## config.mk

```make
export PLATFORM = sky130hd
export DESIGN_NAME = pixel_rst_seq_flat
export DESIGN_NICKNAME = d
export VERILOG_FILES = /design/src/rtl/pixel_rst_seq_if.sv /design/src/rtl/pixel_rst_seq.sv /design/src/flat_wrapper.sv
export SDC_FILE = /design/constraint.sdc
export NUM_CORES = 1
export LEC_CHECK = 0
export ABC_AREA = 1
export CORE_MARGIN = 2
export CORE_UTILIZATION = 51
export DETAILED_ROUTE_END_ITERATION = 6
export DONT_BUFFER_PORTS = 1
export PLACE_DENSITY = 0.66
export SLEW_MARGIN = 30
export SYNTH_ARGS = -nofsm -noshare
export SYNTH_HDL_FRONTEND = slang
export SYNTH_SLANG_ARGS = --single-unit
```

## constraint.sdc

```tcl
create_clock -name clk_25m -period 5.3 [get_ports clk_25m]
set_clock_uncertainty 0.2 [all_clocks]
set_input_delay 1.59 -clock clk_25m [delete_from_list [all_inputs] [get_ports clk_25m]]
set_output_delay 1.59 -clock clk_25m [all_outputs]
set_load 0.1 [all_outputs]
```

## src/rtl/pixel_rst_seq_if.sv

```systemverilog
// Status/control bundle between the pixel-clock reset sequencer and its environment.
// The slave side is the sequencer. The master side drives `locked` and observes the reset, enable and loss status.
interface pixel_rst_seq_if #(
  parameter int CNT_W = 8
);
  logic             locked;
  logic             rst_pix;
  logic             pix_en;
  logic             lock_lost;
  logic [CNT_W-1:0] lock_loss_cnt;

  modport master (
    output locked,
    input  rst_pix,
    input  pix_en,
    input  lock_lost,
    input  lock_loss_cnt
  );

  modport slave (
    input  locked,
    output rst_pix,
    output pix_en,
    output lock_lost,
    output lock_loss_cnt
  );
endinterface

```

## src/rtl/pixel_rst_seq.sv

```systemverilog
// Pixel-domain reset sequencer: synchronises MMCM lock, releases rst_pix after stable lock, then raises pix_en.
// Optional lock-loss counter is built only when PIXEL_RST_LOSS_CNT_EN is defined.
//
// state   | meaning
// HOLD    | pixel domain in reset, waiting for synchronised lock
// STABLE  | lock seen, qualifying LOCK_CYCLES of continuous lock
// RELEASE | rst_pix released, waiting RELEASE_CYCLES before enable
// RUN     | pixel logic enabled
module pixel_rst_seq #(
  parameter int SYNC_STAGES    = 2,
  parameter int LOCK_CYCLES    = 1024,
  parameter int RELEASE_CYCLES = 16,
  parameter int CNT_W          = 8
) (
  input  logic           clk_25m,
  input  logic           reset,
  pixel_rst_seq_if.slave bus
);

  localparam int MAX_DWELL = (LOCK_CYCLES > RELEASE_CYCLES) ? LOCK_CYCLES : RELEASE_CYCLES;
  localparam int CW        = $clog2(MAX_DWELL + 1);
  localparam logic [CW-1:0] LOCK_LAST = CW'(LOCK_CYCLES - 1);
  localparam logic [CW-1:0] REL_LAST  = CW'(RELEASE_CYCLES - 1);

  typedef enum logic [1:0] {
    HOLD    = 2'd0,
    STABLE  = 2'd1,
    RELEASE = 2'd2,
    RUN     = 2'd3
  } state_t;

  state_t                 state_q, state_d;
  logic [CW-1:0]          cnt_q, cnt_d;
  logic [SYNC_STAGES-1:0] sync_q;
  logic                   locked_s;
  logic                   rst_pix_q, rst_pix_d;
  logic                   pix_en_q, pix_en_d;
  logic                   lock_lost_q, lock_lost_d;
  logic                   lost_evt;

  assign locked_s = sync_q[SYNC_STAGES-1];

  always_ff @(posedge clk_25m or posedge reset) begin
    if (reset) begin
      sync_q <= '0;
    end else begin
      sync_q <= {sync_q[SYNC_STAGES-2:0], bus.locked};
    end
  end

  always_comb begin
    state_d  = state_q;
    cnt_d    = cnt_q;
    lost_evt = 1'b0;
    case (state_q)
      HOLD: begin
        if (locked_s) begin
          state_d = STABLE;
          cnt_d   = '0;
        end
      end
      STABLE: begin
        if (!locked_s) begin
          state_d = HOLD;
        end else if (cnt_q == LOCK_LAST) begin
          state_d = RELEASE;
          cnt_d   = '0;
        end else begin
          cnt_d = cnt_q + CW'(1);
        end
      end
      RELEASE: begin
        if (!locked_s) begin
          state_d  = HOLD;
          lost_evt = 1'b1;
        end else if (cnt_q == REL_LAST) begin
          state_d = RUN;
          cnt_d   = '0;
        end else begin
          cnt_d = cnt_q + CW'(1);
        end
      end
      RUN: begin
        if (!locked_s) begin
          state_d  = HOLD;
          lost_evt = 1'b1;
        end
      end
      default: state_d = HOLD;
    endcase
    // Outputs are decoded from the next state so they move on the same edge as the state.
    rst_pix_d   = (state_d == HOLD) || (state_d == STABLE);
    pix_en_d    = (state_d == RUN);
    lock_lost_d = lock_lost_q | lost_evt;
  end

  always_ff @(posedge clk_25m or posedge reset) begin
    if (reset) begin
      state_q     <= HOLD;
      cnt_q       <= '0;
      rst_pix_q   <= 1'b1;
      pix_en_q    <= 1'b0;
      lock_lost_q <= 1'b0;
    end else begin
      state_q     <= state_d;
      cnt_q       <= cnt_d;
      rst_pix_q   <= rst_pix_d;
      pix_en_q    <= pix_en_d;
      lock_lost_q <= lock_lost_d;
    end
  end

  assign bus.rst_pix   = rst_pix_q;
  assign bus.pix_en    = pix_en_q;
  assign bus.lock_lost = lock_lost_q;

`ifdef PIXEL_RST_LOSS_CNT_EN
  logic [CNT_W-1:0] loss_cnt_q, loss_cnt_d;

  always_comb begin
    loss_cnt_d = loss_cnt_q;
    if (lost_evt && (loss_cnt_q != '1)) begin
      loss_cnt_d = loss_cnt_q + CNT_W'(1);
    end
  end

  always_ff @(posedge clk_25m or posedge reset) begin
    if (reset) begin
      loss_cnt_q <= '0;
    end else begin
      loss_cnt_q <= loss_cnt_d;
    end
  end

  assign bus.lock_loss_cnt = loss_cnt_q;
`else
  assign bus.lock_loss_cnt = '0;
`endif

endmodule

```

## src/flat_wrapper.sv

```systemverilog
// flat-port wrapper written by rule: the top's interface ports become plain ports
module pixel_rst_seq_flat 
#(
  parameter int SYNC_STAGES    = 2,
  parameter int LOCK_CYCLES    = 1024,
  parameter int RELEASE_CYCLES = 16,
  parameter int CNT_W          = 8
)
  (clk_25m, reset, bus_locked, bus_rst_pix, bus_pix_en, bus_lock_lost, bus_lock_loss_cnt);
  pixel_rst_seq_if #(.CNT_W(CNT_W)) bus_i ();
  input  logic clk_25m;
  input  logic reset;
  input wire logic [$bits(bus_i.locked)-1:0] bus_locked;
  output wire logic [$bits(bus_i.rst_pix)-1:0] bus_rst_pix;
  output wire logic [$bits(bus_i.pix_en)-1:0] bus_pix_en;
  output wire logic [$bits(bus_i.lock_lost)-1:0] bus_lock_lost;
  output wire logic [$bits(bus_i.lock_loss_cnt)-1:0] bus_lock_loss_cnt;
  assign bus_i.locked = bus_locked;
  assign bus_rst_pix = bus_i.rst_pix;
  assign bus_pix_en = bus_i.pix_en;
  assign bus_lock_lost = bus_i.lock_lost;
  assign bus_lock_loss_cnt = bus_i.lock_loss_cnt;
  pixel_rst_seq #(.SYNC_STAGES(SYNC_STAGES), .LOCK_CYCLES(LOCK_CYCLES), .RELEASE_CYCLES(RELEASE_CYCLES), .CNT_W(CNT_W)) u_core (.clk_25m(clk_25m), .reset(reset), .bus(bus_i));
endmodule
```

After elaboration in Yosys (flattened, before gate mapping)
Index checks and enable logic that the tools add are counted.
{"block": "op_classes", "addsub": 1, "n_eq_ne": 10, "mux": 15, "bitwise": 1, "n_reduce_logical": 6}
{"operator": "$mux W11", "n": 5}
{"operator": "$pmux W11 S3", "n": 1}
{"operator": "$mux W2", "n": 6}
{"operator": "$add A11 B1 Y11 const B", "n": 1}
{"operator": "$eq A11 B10 Y1 const B", "n": 1}
{"operator": "$eq A11 B4 Y1 const B", "n": 1}
{"operator": "$pmux W2 S4", "n": 1}
{"operator": "$eq A2 B2 Y1 const B", "n": 3}
{"operator": "$ne A2 B1 Y1 const B", "n": 3}
{"operator": "$eq A2 B1 Y1 const B", "n": 2}
{"operator": "$logic_not A2 Y1", "n": 2}
{"operator": "$reduce_and A4 Y1", "n": 1}
{"operator": "$reduce_bool A3 Y1", "n": 1}
{"operator": "$mux W1", "n": 2}
{"operator": "$reduce_or A2 Y1", "n": 1}
{"operator": "$logic_or A1 B1 Y1", "n": 1}
{"operator": "$or A1 B1 Y1", "n": 1}
{"block": "word_totals", "reg_bits": 18, "out_inout_bits": 11, "word_cells": 39}

Depth between registers and ports, before layout
{"block": "depth", "depth_word": 6, "depth_mapped": 10}

Worst setup path before layout
No wires, ideal clock.
{"block": "synth_path", "kind": "register to output", "from": "reg u_core.lock_lost_q (netlist: u_core.bus.lock_lost)", "to": "out bus_lock_lost", "t_arrival_ns": 0.894, "required_ns": 3.510, "slack_ns": 2.616, "stages_incl_launch_ff": 1, "cell_sequence": "dfrtp_1"}
{"item": "start, declared", "line": "pixel_rst_seq.sv:38", "text": "logic lock_lost_q, lock_lost_d;"}
{"item": "start signal, assigned", "line": "pixel_rst_seq.sv:109", "text": "lock_lost_q <= lock_lost_d;"}
{"item": "end, declared", "line": "flat_wrapper.sv:16", "text": "output wire logic [$bits(bus_i.lock_lost)-1:0] bus_lock_lost;"}
No word-level cell between the ends.

Worst setup path in the final report
{"block": "layout_path", "from": "reg u_core.lock_lost_q (netlist: u_core.bus.lock_lost)", "to": "out bus_lock_lost"}
No word-level cell between the ends.

==> flow_metrics.tcl <==
set metrics [dict create \
    status "complete, no violations" \
    yosys_warnings 0 \
    post-route-period-util 0.5708 \
    dieArea_sq_um 2661 \
    fin_ws_ns 2.275 \
    syn_area_sq_um 1155 \
    rsz0062_at_grt "false" \
    relSlewSlack 0.4108 \
    layout_common_cells "nand2_1 (31), inv_1 (17), dfrtp_1 (17), nor2_1 (14), nand3_1 (9)" \
    grt_pass1_vias 802 \
    io_pins 14 \
    grt_pass1_wl_microns 3381 \
    num_rows 17 \
    grt_usage 0.1751 \
    initial_utilization 0.5323 \
    yosysUniqueCellTypes 27 \
    gr-usage-met3 0.01724 \
    multi_input_area_sq_um 595.6 \
    routedWlPerCell_microns 11.54 \
    drtIter0Drc 24 \
    fmax_mhz 330.5 \
    avgSynthCellArea_sq_um 8.369 \
    num_vias 848 \
    wirelength_microns 1951 \
    core-area_sq_um 2170 \
    grt.busiest_layer "met2" \
    finalHoldViolations 0 \
    ctsHoldBuffers 0 \
    dr.pass1.iters 4 \
    cts-root-buf "clkbuf_4" \
    io_buffers 0 \
    critical_path_required_ns 3.51 \
    peakVddDrop_mv 0.2137 \
    cts.path.max_buffers 2 \
    dieHeight_microns 51.59 \
    final_common_cell "nand2_1" \
    max-cap-violations 0 \
    reg2reg_depth 9 \
    insertion_delay_ns 0.31 \
    cellPowerDensity_nw_per_um2 329.2 \
    antenna_cells 0 \
    use_met1 0.2090 \
    cts-buffers-inserted 3 \
    critPathMaxFanout 2 \
    fillers 210 \
    grt_max_degree 19 \
    die_w_microns 51.59 \
    use_met2 0.2991 \
    cts_setup_buffers 0 \
    postSynthCellCount 138 \
    gp_congestion 0.7870 \
    dp_slack_ns 2.604 \
    clock_sinks 18 \
    tns_ns 0 \
    critPathLaunchType "register" \
    setup_viol 0 \
    drv_slew 0 \
    global_route.overflow_total 0 \
    nNetsFinal 151 \
    hpwl_microns 1478 \
    drc 0 \
    postCtsResizedCells 0 \
    cts_tree "built" \
    min_path_cells 0 \
    tightest_slew_ns 0.8838 \
    yosysSeqAreaShare 0.3911 \
    arrival_ns 1.24 \
    viasPerCell 5.018 \
    seq_area_sq_um 451.7 \
    clk_pin_slew_worst_paths_ns 0.09 \
    hp-class "register to register" \
    synthToLayoutAreaGrowth_pct 3.250 \
    drive_gt1_frac 0.1773 \
    ys_seq_elements 18 \
    worstSetupPathType "register to output pin" \
    cts-htree-levels 1 \
    period_minus_slack_ns 3.025 \
    crit_cells 0 \
    p_leak_nw 0.5912 \
    end_kind "output pin" \
    antenna_found_initial 0 \
    drtAntennaViolNets 0 \
]
-- cells in the mapped netlist (all sizes together) --
library cell  count  area [sq um]
conb              1         3.750
o21ai             7         57.56
o22ai             1         12.51
a21oi             1         16.27
inv              19         73.82
xor2              5         43.79
dfrtp            17         425.4
dfstp             1         26.28
nor2             18         92.59
xnor2             1         8.760
nor3              1         10.01
o2111ai           1         8.760
nand4             2         12.51
nand3            11         65.06
nand2            36         147.6
buf               8         60.06
o21bai            1         7.510
ha                6         75.07
a21boi            1         7.510
-- final timing paths --
check / from / to / slack, ns
max in group asynchronous: reset / u_core.cnt_q[2] / 3.39
hold reg to reg: u_core.sync_q[0] / u_core.sync_q[1] / 0.16
setup reg to reg: u_core.state_q[0] / u_core.cnt_q[8] / 3.32
min in group asynchronous: reset / u_core.cnt_q[6] / 1.06
setup / recovery: u_core.bus.lock_lost / bus_lock_lost / 2.27
hold / removal: u_core.sync_q[0] / u_core.sync_q[1] / 0.16
-- cell families after synthesis --
logic type,count (synthesis),synth area share
flip-flops,18,0.3911
XOR/XNOR,6,0.04550
AO/OA/AOI/OAI,12,0.09535
buffers and inverters,27,0.1159
other,1,0.003247
adder cells (fa/ha/maj),6,0.06500
AND/OR/NAND/NOR,68,0.2839
-- flip-flops by register name, indices dropped and copies added, names as in the netlist --
| name | flops |
|---|---|
| u_core.state_q | 2 |
| u_core.cnt_q | 11 |
| u_core.sync_q | 2 |
| u_core.bus.pix_en | 1 |
| u_core.bus.rst_pix | 1 |
| u_core.bus.lock_lost | 1 |
-- area by class of cell --
class,count,share of cell area
tap,28,0.02938
multi-input combinational,100,0.4995
clock buffer,4,0.03043
sequential,18,0.3788
inverter,19,0.06191
-- power by group --
group          internal (mW)  switching (mW)
clock network         0.0420          0.0449
registers              0.147          0.0105
logic                 0.0398           0.108
total                  0.229           0.163
-- per-stage QoR --
step	hold slack (ns)	cells	instance area [sq um]	power [mW]	util
CTS	0.1688	169	1192	0.3967	0.5496
finish	0.1649	169	1192	0.3925	0.5496
global route	0.1733	169	1192	0.4142	0.5496
global placement	0.1339	165	1156	0.3055	0.5329
floorplan	0.1312	145	1181	0.2877	-
detailed placement	0.1457	165	1156	0.3082	0.5329
-- routing by layer --
metal,vias to the layer above,wire (microns)
met1,408,911
li1,422,-
met3,5,43
met4,0,59
met5,-,0
met2,13,936
Note: power is estimated with default switching activity, not from simulation.
